### src/rtl/conv_row_writer.sv
// Sink-side row writer: takes the conv engine's output pixel stream and emits
// registered, linearly addressed writes into the output feature-map buffer.
module conv_row_writer #(
    parameter int IMG_W     = 640,
    parameter int IMG_H     = 640,
    parameter int DATA_W    = 16,
    parameter int ADDR_W    = 19,
    parameter int BASE_ADDR = 0
) (
    input  logic              clk,
    input  logic              reset,
    input  logic              start,
    input  logic              in_valid,
    input  logic [DATA_W-1:0] in_data,
    output logic              in_ready,
    input  logic              wr_ready,
    output logic              wr_en,
    output logic [ADDR_W-1:0] wr_addr,
    output logic [DATA_W-1:0] wr_data,
    output logic [14:0]       row,
    output logic [14:0]       col,
    output logic              first_row,
    output logic              last_row,
    output logic              row_done,
    output logic              frame_done,
    output logic              busy
);

    typedef enum logic [1:0] {
        IDLE,
        WRITE,
        ROW_GAP,
        DONE
    } state_t;

    localparam logic [14:0]       LAST_COL = 15'(IMG_W - 1);
    localparam logic [14:0]       LAST_ROW = 15'(IMG_H - 1);
    localparam logic [ADDR_W-1:0] BASE     = ADDR_W'(BASE_ADDR);
    localparam logic [ADDR_W-1:0] ADDR_ONE = ADDR_W'(1);
    localparam logic [14:0]       CNT_ONE  = 15'd1;

    state_t            state;
    logic [ADDR_W-1:0] ptr;
    logic              accept;
    logic              in_frame;

    // NOTE: in_ready is combinational from wr_ready so buffer back-pressure
    // stalls the producer in the same cycle, with no skid buffer needed.
    assign in_ready  = (state == WRITE) && wr_ready;
    assign accept    = in_valid && in_ready;
    assign busy      = (state != IDLE);
    assign in_frame  = (state == WRITE) || (state == ROW_GAP);
    assign first_row = in_frame && (row == 15'd0);
    assign last_row  = in_frame && (row == LAST_ROW);

    // NOTE: all state below uses non-blocking assignments so every register
    // samples the pre-edge values of its neighbours.
    always_ff @(posedge clk or posedge reset) begin
        if (reset) begin
            state      <= IDLE;
            row        <= '0;
            col        <= '0;
            ptr        <= BASE;
            wr_en      <= 1'b0;
            wr_addr    <= BASE;
            wr_data    <= '0;
            row_done   <= 1'b0;
            frame_done <= 1'b0;
        end else begin
            wr_en      <= accept;
            row_done   <= 1'b0;
            frame_done <= 1'b0;
            if (accept) begin
                wr_addr <= ptr;
                wr_data <= in_data;
            end

            case (state)
                IDLE: begin
                    if (start) begin
                        state <= WRITE;
                        row   <= '0;
                        col   <= '0;
                        ptr   <= BASE;
                    end
                end
                WRITE: begin
                    if (accept) begin
                        // Address advances incrementally: BASE + row*IMG_W + col.
                        ptr <= ptr + ADDR_ONE;
                        if (col != LAST_COL) begin
                            col <= col + CNT_ONE;
                        end else if (row != LAST_ROW) begin
                            col      <= '0;
                            row      <= row + CNT_ONE;
                            row_done <= 1'b1;
                            state    <= ROW_GAP;
                        end else begin
                            col        <= '0;
                            row        <= '0;
                            row_done   <= 1'b1;
                            frame_done <= 1'b1;
                            state      <= DONE;
                        end
                    end
                end
                ROW_GAP: state <= WRITE;
                DONE:    state <= IDLE;
                default: state <= IDLE;
            endcase
        end
    end

endmodule

### config.mk
export PLATFORM = sky130hd
export DESIGN_NAME = conv_row_writer
export DESIGN_NICKNAME = d
export VERILOG_FILES = /design/src/rtl/conv_row_writer.sv
export SDC_FILE = /design/constraint.sdc
export NUM_CORES = 1
export LEC_CHECK = 0
export CAP_MARGIN = 10
export CORE_MARGIN = 5
export CORE_UTILIZATION = 42
export DETAILED_ROUTE_END_ITERATION = 10
export GPL_ROUTABILITY_DRIVEN = 0
export MAX_ROUTING_LAYER = met4
export PLACE_DENSITY = 0.7
export REMOVE_ABC_BUFFERS = 1
export SKIP_CTS_REPAIR_TIMING = 1
export SKIP_LAST_GASP = 1
export SYNTH_ARGS = -nofsm -noshare
export SYNTH_HDL_FRONTEND = slang
export SYNTH_SLANG_ARGS = --single-unit
### constraint.sdc
create_clock -name clk -period 2.9 [get_ports clk]
set_input_delay 0.435 -clock clk [delete_from_list [all_inputs] [get_ports clk]]
set_output_delay 0.435 -clock clk [all_outputs]
set_load 0.1 [all_outputs]
==> results.cfg <==
[floorplanning]
boundaryPins = 93
die-area_mm2 = 0.0128
start_util = 0.431
row_count = 37
die-width_um = 113
fp.dieH_um = 113
coreArea_mm2 = 0.0104

[setup_path]
path_max_fanout = 6
reg2regPathDepth = 7
critPathCapture = last_row
path_cells = nor4_1 > nand4_1 > nor2_1 > buf_12
cp.required_ns = 2.47
crit_path_start = row[11]$_DFFE_PP0P_
start_kind = register
r2r_slack_ns = 0.54
rr_startpoint = state[1]$_DFFE_PP0P_
critPathCaptureType = primary output
arrival_ns = 2.03
r2r-end = row[8]$_DFFE_PP0P_
cp_slowest_cell = nor4_1
slowest_delay_ns = 0.54
crit_type = register to primary output

[clock_network]
cts_tree = yes
cts.path.max_buffers = 2
clk_latency_ns = 0.36
htreeDepth = 3
clockRootBuffer = clkbuf_8
clock-sinks = 89
cts_made_buffers = 9
clk_pin_slew_worst_paths_ns = 0.10

[synth]
synth-seq-area-share = 0.498
synth_ff_type = dfrtp_1
avgSynthCellArea_um2 = 9.22
synth_top_area_frac = 0.498
ys_types = 57
synth_largest_area_cell = dfrtp_1
synth_edf_count = 0
syn_area_mm2 = 0.00447
synthArstFlopShare = 1.00
postSynthCellCount = 485
synth_area_leaders = dfrtp_1 50%, nand2_1 11%, or4_1 2.4%, nand3_1 2.2%, a21oi_1 2.1%
yosysWarnings = 0
synth-seq-cells = 89

[grt]
overflow = 0
grt_pass1_vias = 3830
grt_max_degree = 39
antenna_found_initial = 0
grt_pass1_wl_um = 18500
globalRouteTotalUtil = 0.179

[detailed_routing]
postRouteAntennaNets = 0
viasPerCell = 5.57
first_pass_iters = 5
drc = 0
drtIter0Drc = 242
vias = 4002
routed_wirelength_um = 11000
wl_per_cell_um = 15.3

[sta]
rsz0062_at_grt = false
whs_ns = 0.472
period_needed_ns = 2.47
setup_slack_ns = 0.433
fin_crit_sh = 0.851
skew_ns = 0.00813
finalMaxSlewViolations = 0
clock.fmax_ghz = 0.405
tightest_slew_ns = 0.870
final-setup-viol-count = 0
hold_viol_final = 0
slew-limit-headroom = 0.418

[pwr]
power_per_cell_area_mw_per_mm2 = 615
leakage_nw = 2.64
ir_drop_mv = 0.411

[cells_and_area]
final_cell_mix = 127 x nand2_1, 89 x dfrtp_1, 81 x buf_4
fin_nets = 605
diodes = 0
areaGrowthSynthToFinish_pct = 24.5
layout_commonest_cell = nand2_1
fin_area_mm2 = 0.00556
drive_above_1_share = 0.194

[place]
hpwlAfterDp_um = 7820
pre_cts_ws_ns = 0.239
port_buffers = 92
dpl_cell_area_mm2 = 0.00537

[job]
cap_violations = 0

[outcome]
outcome = finished clean

[min_path]
min-delay-path-class = input port to async pin
## synth_stat cells (2+ instances only)
| library cell | number |
|---|---|
| a21oi_1 | 19 |
| a22o_1 | 5 |
| a311oi_1 | 6 |
| a41oi_1 | 2 |
| and2_1 | 6 |
| and2_2 | 2 |
| and3_1 | 4 |
| and4_1 | 8 |
| buf_1 | 4 |
| buf_2 | 6 |
| buf_6 | 2 |
| clkbuf_1 | 7 |
| dfrtp_1 | 89 |
| ha_1 | 7 |
| inv_1 | 19 |
| mux2_2 | 2 |
| mux2i_1 | 4 |
| nand2_1 | 127 |
| nand2b_1 | 8 |
| nand3_1 | 20 |
| nand3_4 | 2 |
| nand4_1 | 14 |
| nor2_1 | 14 |
| nor2b_1 | 4 |
| nor3_1 | 5 |
| nor4_1 | 4 |
| o2111ai_1 | 2 |
| o21ai_0 | 19 |
| o221ai_1 | 2 |
| o22ai_1 | 6 |
| o311ai_0 | 2 |
| o31ai_1 | 12 |
| or3_1 | 11 |
| or4_1 | 14 |
| xnor2_1 | 2 |
| xor2_1 | 4 |
## worst max-delay path: cells and delay by family (launching register included)
family	cells	cell delay, ns
AND/OR/NAND/NOR	3	1.01
flip-flops	1	0.46
buffers and inverters	1	0.21
## worst min-delay path by stage
stage,end,from,slack (ns)
2_1_floorplan,wr_addr[18]$_DFFE_PP0N_,ptr[18]$_DFFE_PP0P_,0.45
4_1_cts,wr_data[14]$_DFFE_PP0N_,reset,0.49
6_report,wr_en$_DFF_PP0_,reset,0.47
3_5_place_dp,wr_data[14]$_DFFE_PP0N_,wr_data[14]$_DFFE_PP0N_,0.46
5_1_grt,wr_addr[8]$_DFFE_PP0N_,wr_addr[8]$_DFFE_PP0N_,0.50
3_3_place_gp,wr_data[2]$_DFFE_PP0N_,wr_data[2]$_DFFE_PP0N_,0.46
## metrics by stage
step / cells / setup TNS (ns) / power [mW] / util
after floorplan: 463 / -0.925 / 2.32 / -
after global placement: 702 / 0 / 2.60 / 0.518
after detailed placement: 702 / 0 / 2.61 / 0.518
after CTS: 718 / 0 / 3.46 / 0.537
after global routing: 718 / 0 / 3.58 / 0.537
final: 718 / 0 / 3.42 / 0.537
## where the power goes
part / internal, mW / leakage (nW) / switching [mW]
sequential: 1.36 / 1.13 / 0.128
combinational: 0.235 / 1.41 / 0.858
clock: 0.342 / 0.102 / 0.503
total: 1.93 / 2.64 / 1.49
## state kept, by name (all words and copies together) (netlist names)
register,count
wr_en,1
col,15
wr_addr,19
row_done,1
wr_data,16
ptr,19
frame_done,1
row,15
state,2
## final cells by class
class,instances,area [um^2]
Multi-Input combinational cell,354,2040
Timing Repair Buffer,103,848
Tap cell,136,170
Inverter,20,81.3
Sequential cell,89,2230
Fill cell,978,4810
Clock inverter,7,71.3
Clock buffer,9,124
## routing by layer
| metal | track usage | wire, um | vias to the layer above |
|---|---|---|---|
| met4 | 0.0401 | 87 | 0 |
| met2 | 0.280 | 5270 | 154 |
| met5 | - | 0 | - |
| met3 | 0.0439 | 802 | 14 |
| met1 | 0.236 | 4800 | 1922 |
| li1 | - | - | 1912 |
## logic make-up (layout without fill, tap and decap cells)
kind of cell    after synthesis  in the layout  share of synthesized area
xor+xnor                      6              6                     0.0118
buf+inv                      42            139                     0.0448
mux                           6              6                     0.0140
flops                        89             89                      0.498
simple gates                248            248                      0.280
compound gates               87             87                      0.132
fa+ha+maj                     7              7                     0.0196
Note: power is estimated with default switching activity, not from simulation.
